<file path="src/rtl/bitcalc_sequencer_pkg.sv">
// Shared constants for the nibble-serial bit-op sequencer: operation codes,
// FSM state encodings and the index-width helper.
package bitcalc_sequencer_pkg;

  typedef logic [1:0] kind_t;

  localparam kind_t KIND_PASS = 2'b00;
  localparam kind_t KIND_OR   = 2'b01;
  localparam kind_t KIND_AND  = 2'b10;
  localparam kind_t KIND_XOR  = 2'b11;

  localparam logic [1:0] ST_IDLE = 2'd0;
  localparam logic [1:0] ST_RUN  = 2'd1;
  localparam logic [1:0] ST_FIN  = 2'd2;

  // The index register is at least one bit wide, even when there is a single nibble
  function automatic int idx_width(input int nibbles);
    return (nibbles > 1) ? $clog2(nibbles) : 1;
  endfunction

endpackage

</file>
<file path="src/rtl/bitcalc_sequencer_if.sv">
// Request/result bundle between the control FSM (master) and the sequencer (slave).
interface bitcalc_sequencer_if #(parameter int NIBBLES = 4);

  logic                 START;
  logic [1:0]           KIND;
  logic [4*NIBBLES-1:0] OPA;
  logic [4*NIBBLES-1:0] OPB;
  logic                 BUSY;
  logic                 DONE;
  logic [4*NIBBLES-1:0] RESULT;
  logic                 IS_ZERO;

  modport master (output START, KIND, OPA, OPB, input BUSY, DONE, RESULT, IS_ZERO);
  modport slave  (input START, KIND, OPA, OPB, output BUSY, DONE, RESULT, IS_ZERO);

endinterface

</file>
<file path="src/rtl/bitcalc_sequencer_bitcalc.sv">
// BITCALC: the shared 4-bit bit-op unit (pass A / OR / AND / XOR) with a nibble zero flag.
module bitcalc
  import bitcalc_sequencer_pkg::*;
(
  input  logic [3:0] a,
  input  logic [3:0] b,
  input  kind_t      kind,
  output logic [3:0] y,
  output logic       is_zero
);

  always_comb begin
    y = a;
    case (kind)
      KIND_PASS: y = a;
      KIND_OR:   y = a | b;
      KIND_AND:  y = a & b;
      KIND_XOR:  y = a ^ b;
      default:   y = a;
    endcase
  end

  assign is_zero = (y == 4'h0);

endmodule

</file>
<file path="src/rtl/bitcalc_sequencer.sv">
// Feeds a W-bit bit operation through BITCALC one nibble per cycle, LSB nibble first.
// Optional BITSEQ_PASS_SKIP_EN: KIND=00 skips iteration and finishes in one cycle.
//
// state   | meaning
// ST_IDLE | waiting for START
// ST_RUN  | BUSY, one nibble per cycle through BITCALC
// ST_FIN  | DONE pulse; RESULT/IS_ZERO just updated; START accepted again
module bitcalc_sequencer
  import bitcalc_sequencer_pkg::*;
#(
  parameter int NIBBLES = 4
) (
  input  logic                CLK,
  input  logic                RESET_N,
  bitcalc_sequencer_if.slave  bus
);

  localparam int W  = 4 * NIBBLES;
  localparam int IW = idx_width(NIBBLES);
  localparam logic [IW-1:0] IDX_LAST = IW'(NIBBLES - 1);

  logic [1:0]    state;
  logic [IW-1:0] idx;
  kind_t         kind_q;
  logic [W-1:0]  opa_q;
  logic [W-1:0]  opb_q;
  logic [W-1:0]  shadow;
  logic [W-1:0]  shadow_next;
  logic          shadow_zero;
  logic [W-1:0]  result_q;
  logic          zero_q;

  logic [3:0]    nib_a;
  logic [3:0]    nib_b;
  logic [3:0]    nib_y;
  logic          nib_zero;
  logic          running;

  assign running = (state == ST_RUN);

  // BITCALC only sees operand data while iterating
  assign nib_a = running ? opa_q[idx*4 +: 4] : 4'h0;
  assign nib_b = running ? opb_q[idx*4 +: 4] : 4'h0;

  bitcalc u_bitcalc (
    .a       (nib_a),
    .b       (nib_b),
    .kind    (kind_q),
    .y       (nib_y),
    .is_zero (nib_zero)
  );

  always_comb begin
    shadow_next = shadow;
    shadow_next[idx*4 +: 4] = nib_y;
  end

  always_ff @(posedge CLK) begin
    if (!RESET_N) begin
      state       <= ST_IDLE;
      idx         <= '0;
      kind_q      <= KIND_PASS;
      opa_q       <= '0;
      opb_q       <= '0;
      shadow      <= '0;
      shadow_zero <= 1'b1;
      result_q    <= '0;
      zero_q      <= 1'b1;
    end else begin
      case (state)
        ST_IDLE, ST_FIN: begin
          if (bus.START) begin
            kind_q      <= bus.KIND;
            opa_q       <= bus.OPA;
            opb_q       <= bus.OPB;
            idx         <= '0;
            shadow      <= '0;
            shadow_zero <= 1'b1;
`ifdef BITSEQ_PASS_SKIP_EN
            if (bus.KIND == KIND_PASS) begin
              state    <= ST_FIN;
              result_q <= bus.OPA;
              zero_q   <= (bus.OPA == '0);
            end else begin
              state <= ST_RUN;
            end
`else
            state <= ST_RUN;
`endif
          end else begin
            state <= ST_IDLE;
          end
        end
        ST_RUN: begin
          shadow      <= shadow_next;
          shadow_zero <= shadow_zero & nib_zero;
          if (idx == IDX_LAST) begin
            // Publish including the nibble being written on this same edge
            state    <= ST_FIN;
            result_q <= shadow_next;
            zero_q   <= shadow_zero & nib_zero;
          end else begin
            idx <= idx + 1'b1;
          end
        end
        default: state <= ST_IDLE;
      endcase
    end
  end

  assign bus.BUSY    = running;
  assign bus.DONE    = (state == ST_FIN);
  assign bus.RESULT  = result_q;
  assign bus.IS_ZERO = zero_q;

endmodule

</file>
<file path="src/flat_wrapper.sv">
// flat-port wrapper written by rule: the top's interface ports become plain ports
module bitcalc_sequencer_flat import bitcalc_sequencer_pkg::*;
#(
  parameter int NIBBLES = 4
)
  (CLK, RESET_N, bus_START, bus_KIND, bus_OPA, bus_OPB, bus_BUSY, bus_DONE, bus_RESULT, bus_IS_ZERO);
  bitcalc_sequencer_if #(.NIBBLES(NIBBLES)) bus_i ();
  input  logic CLK;
  input  logic RESET_N;
  input wire logic [$bits(bus_i.START)-1:0] bus_START;
  input wire logic [$bits(bus_i.KIND)-1:0] bus_KIND;
  input wire logic [$bits(bus_i.OPA)-1:0] bus_OPA;
  input wire logic [$bits(bus_i.OPB)-1:0] bus_OPB;
  output wire logic [$bits(bus_i.BUSY)-1:0] bus_BUSY;
  output wire logic [$bits(bus_i.DONE)-1:0] bus_DONE;
  output wire logic [$bits(bus_i.RESULT)-1:0] bus_RESULT;
  output wire logic [$bits(bus_i.IS_ZERO)-1:0] bus_IS_ZERO;
  assign bus_i.START = bus_START;
  assign bus_i.KIND = bus_KIND;
  assign bus_i.OPA = bus_OPA;
  assign bus_i.OPB = bus_OPB;
  assign bus_BUSY = bus_i.BUSY;
  assign bus_DONE = bus_i.DONE;
  assign bus_RESULT = bus_i.RESULT;
  assign bus_IS_ZERO = bus_i.IS_ZERO;
  bitcalc_sequencer #(.NIBBLES(NIBBLES)) u_core (.CLK(CLK), .RESET_N(RESET_N), .bus(bus_i));
endmodule
</file>
<file path="config.mk">
export PLATFORM = sky130hd
export DESIGN_NAME = bitcalc_sequencer_flat
export DESIGN_NICKNAME = d
export VERILOG_FILES = /design/src/rtl/bitcalc_sequencer_pkg.sv /design/src/rtl/bitcalc_sequencer_if.sv /design/src/rtl/bitcalc_sequencer_bitcalc.sv /design/src/rtl/bitcalc_sequencer.sv /design/src/flat_wrapper.sv
export SDC_FILE = /design/constraint.sdc
export NUM_CORES = 1
export LEC_CHECK = 0
export CAP_MARGIN = 20
export CORE_ASPECT_RATIO = 1.2
export CORE_MARGIN = 2
export CORE_UTILIZATION = 45
export CTS_CLUSTER_SIZE = 30
export DETAILED_ROUTE_END_ITERATION = 12
export PLACE_DENSITY = 0.72
export SYNTH_ARGS = -nofsm -noshare
export SYNTH_HDL_FRONTEND = slang
export SYNTH_SLANG_ARGS = --single-unit
</file>
<file path="constraint.sdc">
create_clock -name CLK -period 2.55 [get_ports CLK]
set_input_delay 0.3825 -clock CLK [delete_from_list [all_inputs] [get_ports CLK]]
set_output_delay 0.3825 -clock CLK [all_outputs]
set_load 0.005 [all_outputs]
</file>
==> out/metrics.csv, run 1 <==
stage;metric;value;unit
floorplan;die_x;84.71;µm
place;port-buffer-count;55;
grt;grt-ovfl-total;0;
grt;track_usage;20.06;%
timing;finalClockSkew;15.01;ps
routing;drc;0;
routing;wirelength;8.239;mm
routing;drtIter0Drc;200;
logic_synthesis;synth_async_sr_flop_share;0;%
run_status;status;finished, violations left;
timing;fmax;0.3901;GHz
clock_network;clkTransAtPathRegs;80;ps
grt;grt_pass1_wl;13.73;mm
routing;dr_total_vias;3063;
grt;grt_pass1_vias;2984;
timing;setup_viol;3;
power_and_ir_drop;p_leak;1.823;nW
timing;drv_slew;0;
clock_network;cts_tree;done;
final_layout;multi_input_area;2033;µm²
clock_network;htreeDepth;3;
power_and_ir_drop;p_total;2.645;mW
place;dp_hpwl;5.873;mm
place;preCtsSetupSlack;-171.5;ps
logic_synthesis;synth_edf_count;0;
logic_synthesis;synth.cell_area;3517;µm²
final_layout;area_growth;33.90;%
worst_setup_path;path_common_cell;a21oi_1;
grt;antenna_found_initial;0;
floorplan;die_h;100.8;µm
logic_synthesis;synth_area_per_cell;8.394;µm²
final_layout;nFillCells;673;
worst_setup_path;cp_data_arrival_time;2800;ps
worst_setup_path;critPathKind;register to register;
logic_synthesis;seq_area_frac_synth;40.98;%
final_layout;fin_nets;544;
worst_setup_path;cpPeakStageDelay;510;ps
timing;finalCritPeriodShare;100.5;%
timing;finalHoldViolCount;0;
final_layout;drive_gt1_share;17.67;%
job;cap_violations;0;
logic_synthesis;ys.flop_type;dfxtp_1;
place;dp.cells;566;
routing;routedWlPerCell;13.96;µm
final_layout;fin_cells;590;
logic_synthesis;syn_nets;470;
clock_network;root_buffer;clkbuf_8;
logic_synthesis;synth.top_cell.area_share;40.98;%
worst_hold_path;hold_class;register to register;
final_layout;num_antenna_cells;0;
final_layout;fin_util;61.81;%
logic_synthesis;synth_seq_cells;72;
worst_setup_path;crit_required;2790;ps
floorplan;start_util;46.16;%
clock_network;cts.sinks;72;
logic_synthesis;synthTopCellsByArea;dfxtp_1 41%, nand2_1 9.9%, a21boi_0 7.3%;
power_and_ir_drop;ir_drop;0.3841;mV
routing;viasPerCell;5.192;
logic_synthesis;netlist_instances;419;
timing;tightest_slew;568.6;ps
routing;ant_nets;0;
worst_setup_path;worstPathCellList;buf_6 > mux4_2 > and2_1 > ha_1 > mux2i_1 > a22oi_2 > a21boi_1 > buf_4 > a21oi_1 > a21oi_1;
place;dpl_cell_area;4270;µm²
power_and_ir_drop;power_density;561.6;nW/µm²
clock_network;cts_buffers;9;
floorplan;core;7620;µm²
final_layout;final_area;4710;µm²
grt;grt_max_degree;36;
worst_setup_path;path_buf_inv;2;
worst_setup_path;end_kind;register;
worst_setup_path;slowest_stage;mux4_2;
clock_network;clock_latency;360;ps
timing;worst_slack;-13.19;ps
final_layout;seq_area;1446;µm²
clock_network;cts_buffer_depth;2;
place;gp_congestion;0.8266;
logic_synthesis;yosysWarnings;0;
floorplan;ios;56;
logic_synthesis;synth_area_leader_cell;dfxtp_1;
run_status;violations;setup timing;
timing;slew_headroom;61.97;%
worst_setup_path;cp_max_fo;4;
floorplan;die_area;8542;µm²
timing;fin_crit;2563;ps
worst_setup_path;start_kind;register;
routing;drt_pass1_iterations;4;
worst_setup_path;crit_family;multiplexers;
floorplan;rows;35;
timing;rsz0062_at_grt;true;
logic_synthesis;ys_types;40;
-- metrics by stage --
step / hold slack (ps) / setup TNS (ps)
global route: 481.3 / -1160
global placement: 430.1 / -473.5
CTS: 461.7 / 0
finish: 457.1 / -33.60
floorplan: 417.3 / 0
detailed placement: 440.2 / -1787
-- cell usage after synthesis, types with 5 or more instances --
master    number
nand2b_1       7
a22oi_1        5
a21oi_1       40
nand2_1       93
dfxtp_1       72
ha_1          14
a21boi_0      34
nor2_1         6
o21ai_0       34
inv_1         11
nor2b_1       26
mux2i_1        8
clkbuf_1      18
-- worst register-to-register path, delay by kind of cell, from the launching register on --
family	cells	cell delay (ps)
multiplexers	2	730
AO/OA/AOI/OAI	4	530
flip-flops	1	380
adder cells (fa/ha/maj)	1	330
buffers and inverters	2	280
AND/OR/NAND/NOR	1	200
-- area by class of cell --
cell class,count,share of cell area (%)
multi-input combinational,308,43.17
sequential,72,30.71
clock buffer,9,2.630
inverter,13,1.196
clock inverter,7,2.179
tap,92,2.444
timing repair buffer,89,17.67
-- power by group --
part | internal, mW | switching, mW | leakage (nW)
logic | 0.216 | 0.208 | 1.12
registers | 1.16 | 0.0311 | 0.587
clock network | 0.562 | 0.463 | 0.116
total | 1.94 | 0.702 | 1.82
-- per-layer routing --
metal | track usage (%) | routed length [µm] | vias to the layer above
met1 | 25.96 | 3830 | 1403
met5 | 0 | 0 | -
li1 | - | - | 1584
met4 | 7.326 | 101 | 0
met3 | 4.013 | 397 | 6
met2 | 33.25 | 3909 | 70
-- logic make-up after synthesis --
logic type	count (synthesis)	share of synthesized area, %
and+or+nand+nor	151	19.89
AOI/OAI and AO/OA	127	23.16
DFF	72	40.98
buffers and inverters	39	4.660
muxes	16	6.332
adders and majority gates	14	4.980
-- what timing repair did --
item / 4_1_cts / 5_1_grt
endpoints found under the setup margin: 32 / 31
hold buffers: 0 / 0
setup buffers: 2 / 7
resized for setup: 4 / 40
pin swaps: 0 / 11
-- worst paths after layout --
check                                                    from                                 end  slack (ps)  cells past startpoint
worst min register to register  u_core.shadow[1]$_SDFFE_PN0P_       u_core.shadow[1]$_SDFFE_PN0P_         460                      2
worst max-delay path               u_core.idx[0]$_SDFFE_PN0P_  u_core.bus.RESULT[10]$_SDFFE_PN0P_         -10                     10
worst min-delay path            u_core.shadow[1]$_SDFFE_PN0P_       u_core.shadow[1]$_SDFFE_PN0P_         460                      2
worst max register to register     u_core.idx[0]$_SDFFE_PN0P_  u_core.bus.RESULT[10]$_SDFFE_PN0P_         -10                     10
-- sequential cells by signal, indices dropped and copies added, names as in the netlist --
register and count:
u_core.bus.RESULT 16, u_core.opa_q 16, u_core.opb_q 16, u_core.shadow 16, u_core.idx 2, u_core.kind_q 2, u_core.state 2, u_core.bus.IS_ZERO 1
u_core.shadow_zero 1
-- cell usage in the layout, fill, tap and decap left out, types with 2 or more instances in the layout --
cell,n
a21oi_2,6
nor2b_1,25
clkbuf_8,9
mux2i_1,8
nor2_1,6
a21oi_1,32
bufinv_16,2
clkinv_4,3
nand2b_1,4
a22oi_1,4
ha_4,3
nand2b_4,2
o2111ai_1,2
a32oi_1,4
and2_1,3
buf_6,5
ha_1,11
mux2_2,3
nand2_1,93
buf_4,28
dfxtp_1,70
and3_1,3
o21ai_1,7
nand3_1,2
a21oi_4,2
mux4_2,4
o21ai_0,26
nor3_1,3
inv_1,10
clkdlybuf4s50_1,55
a21boi_0,34
and2_4,2
(Power assumes the default switching activity.)
==> inputs of run 2 (changes only) <==
--- a/config.mk
+++ b/config.mk
@@ -12,6 +12,7 @@
 export CTS_CLUSTER_SIZE = 30
 export DETAILED_ROUTE_END_ITERATION = 12
 export PLACE_DENSITY = 0.72
+export RECOVER_POWER = 25
 export SYNTH_ARGS = -nofsm -noshare
 export SYNTH_HDL_FRONTEND = slang
 export SYNTH_SLANG_ARGS = --single-unit
==> run 2 against run 1 <==
Compared with the run above:
- the flow still finishes with violations (setup timing)
- non-clock buffer count unchanged
- first-iteration DRC count unchanged
- total power about the same
- core utilization unchanged
- critical path type unchanged
- largest cell class unchanged
- highest routed layer unchanged
==> out/metrics.csv, run 2 (synthesis results as in run 1) <==
stage;metric;value;unit;change
routing;drc;0;;unchanged
clock_network;clock_latency;360;ps;about the same
power_and_ir_drop;seqPwrFrac;45.2;%;about the same
power_and_ir_drop;switching_share;26.56;%;about the same
worst_setup_path;path_common_cell;a21oi_1;;unchanged
worst_hold_path;hold_class;register to register;;unchanged
grt;track_usage;20.06;%;unchanged
clock_network;root_buffer;clkbuf_8;;unchanged
clock_network;htreeDepth;3;;unchanged
timing;finalHoldViolCount;0;;unchanged
place;gp_congestion;0.8266;;unchanged
final_layout;drive_gt1_share;17.67;%;unchanged
power_and_ir_drop;power_density;561.5;nW/µm²;was 561.6 nW/µm²
timing;tightest_slew;574.0;ps;was 568.6 ps
clock_network;cts_hold_buf;0;;unchanged
worst_setup_path;end_kind;register;;unchanged
power_and_ir_drop;p_switching;702.4;µW;unchanged
worst_setup_path;worstRegToRegCells;10;;unchanged
timing;fmax;0.3901;GHz;unchanged
final_layout;seq_area;1446;µm²;unchanged
clock_network;cts.sinks;72;;unchanged
grt;grt-ovfl-total;0;;unchanged
run_status;violations;setup timing;;unchanged
routing;wirelength;8.239;mm;unchanged
timing;worst_slack;-13.19;ps;unchanged
final_layout;area_growth;33.90;%;unchanged
final_layout;nFillCells;673;;unchanged
clock_network;cts_buffer_depth;2;;unchanged
timing;finalCritPeriodShare;100.5;%;unchanged
floorplan;start_util;46.16;%;unchanged
timing;finalClockSkew;15.01;ps;unchanged
timing;fin_tns_setup;-33.60;ps;unchanged
worst_setup_path;cp_max_fo;4;;unchanged
clock_network;cts_tree;done;;unchanged
run_status;status;finished, violations left;;unchanged
final_layout;num_antenna_cells;0;;unchanged
final_layout;final_cell_mix;93 x nand2_1, 70 x dfxtp_1, 54 x clkdlybuf4s50_1;;was 93 x nand2_1, 70 x dfxtp_1, 55 x clkdlybuf4s50_1
worst_setup_path;start_kind;register;;unchanged
routing;drtIter0Drc;200;;unchanged
routing;dr_total_vias;3063;;unchanged
worst_hold_path;hold_start;u_core.shadow[1]$_SDFFE_PN0P_;;unchanged
final_layout;multi_input_area;2033;µm²;unchanged
worst_setup_path;r2r-start;u_core.idx[0]$_SDFFE_PN0P_;;unchanged
job;cap_violations;0;;unchanged
power_and_ir_drop;p_leak;1.823;nW;about the same
routing;viasPerCell;5.192;;unchanged
power_and_ir_drop;intPower;1.942;mW;about the same
routing;routedWlPerCell;13.96;µm;unchanged
floorplan;die_area;8542;µm²;unchanged
timing;slew_headroom;61.61;%;was 61.97%
worst_hold_path;hold_end;u_core.shadow[1]$_SDFFE_PN0P_;;unchanged
clock_network;clkTransAtPathRegs;80;ps;about the same
final_layout;fin_nets;544;;unchanged
power_and_ir_drop;clkPwrFrac;38.8;%;about the same
routing;ant_nets;0;;unchanged
timing;drv_slew;0;;unchanged
place;dp_hpwl;5.873;mm;unchanged
worst_setup_path;reg2reg_slack;-10;ps;about the same
worst_setup_path;critPathKind;register to register;;unchanged
routing;drt_pass1_iterations;4;;unchanged
timing;rsz0062_at_grt;true;;unchanged
timing;setup_viol;3;;unchanged
power_and_ir_drop;p_total;2.644;mW;was 2.645 mW
power_and_ir_drop;comb_power_share;16.0;%;about the same
worst_setup_path;crit_required;2790;ps;about the same
worst_setup_path;path_buf_inv;2;;unchanged
final_layout;final_common_cell;nand2_1;;unchanged
worst_hold_path;holdPathStages;2;;unchanged
worst_setup_path;worstPathCellList;buf_6 > mux4_2 > and2_1 > ha_1 > mux2i_1 > a22oi_2 > a21boi_1 > buf_4 > a21oi_1 > a21oi_1;;unchanged
floorplan;die_h;100.8;µm;unchanged
worst_setup_path;cp_data_arrival_time;2800;ps;about the same
floorplan;ios;56;;unchanged
floorplan;rows;35;;unchanged
floorplan;core;7620;µm²;unchanged
grt;antenna_found_initial;0;;unchanged
floorplan;die_x;84.71;µm;unchanged
clock_network;cts_buffers;9;;unchanged
worst_setup_path;slowest_stage;mux4_2;;unchanged
timing;fin_crit;2563;ps;unchanged
worst_setup_path;crit_family;multiplexers;;unchanged
grt;grt_pass1_wl;13.73;mm;unchanged
place;port-buffer-count;55;;unchanged
power_and_ir_drop;ir_drop;0.3841;mV;unchanged
grt;grt_max_degree;36;;unchanged
worst_setup_path;r2r_end;u_core.bus.RESULT[10]$_SDFFE_PN0P_;;unchanged
worst_setup_path;cpPeakStageDelay;510;ps;about the same
grt;grt_pass1_vias;2984;;unchanged
-- run 2: cell types whose count changed in the layout (fill, tap and decap cells not counted) --
cell | previous run | this run
dlygate4sd3_1 | 0 | 1
clkdlybuf4s50_1 | 55 | 54
-- run 2: what timing repair did --
item                       in CTS  in global routing
pin swaps                       0                 11
gates resized for setup         4                 40
buffers inserted                2                  7
setup endpoints to repair      32                 31
-- run 2: metrics by stage --
stage | hold slack [ps] | setup WS (ps) | util [%] | instances | area, µm²
after floorplan | 417.3 | 44.74 | - | 419 | 3518
after global placement | 430.1 | -102.2 | 56.04 | 566 | 4270
after detailed placement | 440.2 | -171.5 | 56.04 | 566 | 4270
after CTS | 461.7 | 8.130 | 59.38 | 584 | 4524
after global routing | 481.3 | -109.3 | 61.81 | 590 | 4710
final | 457.1 | -13.19 | 61.81 | 590 | 4710
-- run 2: power by group through the flow --
stage	sequential [mW]	clock, mW	combinational (mW)
6_report	1.19	1.03	0.424
5_1_grt	1.20	1.09	0.468
4_1_cts	1.19	1.05	0.381
3_5_place_dp	1.22	0	0.373
3_3_place_gp	1.22	0	0.367
2_1_floorplan	1.20	0	0.232
-- run 2: metal layers --
layer  part of all wire (%)  up-vias  track usage, %
met5                      0        -               0
met4                    1.2        0           7.326
met3                    4.8        6           4.013
met2                     47       70           33.25
met1                     46     1403           25.96
li1                       -     1584               -
-- run 2: worst max-delay path by stage --
| stage | from | end | slack [ps] | cells after the start |
|---|---|---|---|---|
| finish | u_core.idx[0]$_SDFFE_PN0P_ | u_core.bus.RESULT[10]$_SDFFE_PN0P_ | -10 | 10 |
| global route | u_core.idx[0]$_SDFFE_PN0P_ | u_core.bus.RESULT[1]$_SDFFE_PN0P_ | -110 | 11 |
| CTS | u_core.idx[0]$_SDFFE_PN0P_ | u_core.bus.RESULT[13]$_SDFFE_PN0P_ | 8 | 12 |
| detailed placement | u_core.idx[0]$_SDFFE_PN0P_ | u_core.bus.IS_ZERO$_SDFFE_PN1P_ | -170 | 11 |
| global placement | u_core.idx[0]$_SDFFE_PN0P_ | u_core.bus.IS_ZERO$_SDFFE_PN1P_ | -100 | 11 |
| floorplan | u_core.idx[0]$_SDFFE_PN0P_ | u_core.bus.IS_ZERO$_SDFFE_PN1P_ | 40 | 12 |
-- run 2: layout make-up --
type,instances,share of cell area [%]
inverters,13,1.196
flip-flops and latches,72,30.71
clock inverters,7,2.179
clock buffers,9,2.630
well taps,92,2.444
repair buffers,89,17.67
multi-input cells,308,43.17
-- run 2: worst min-delay path, delay by kind of cell, from the launching register on --
family             cells  cell delay [ps]
AOI/OAI and AO/OA      1               50
and+or+nand+nor        1               50
DFF                    1              310
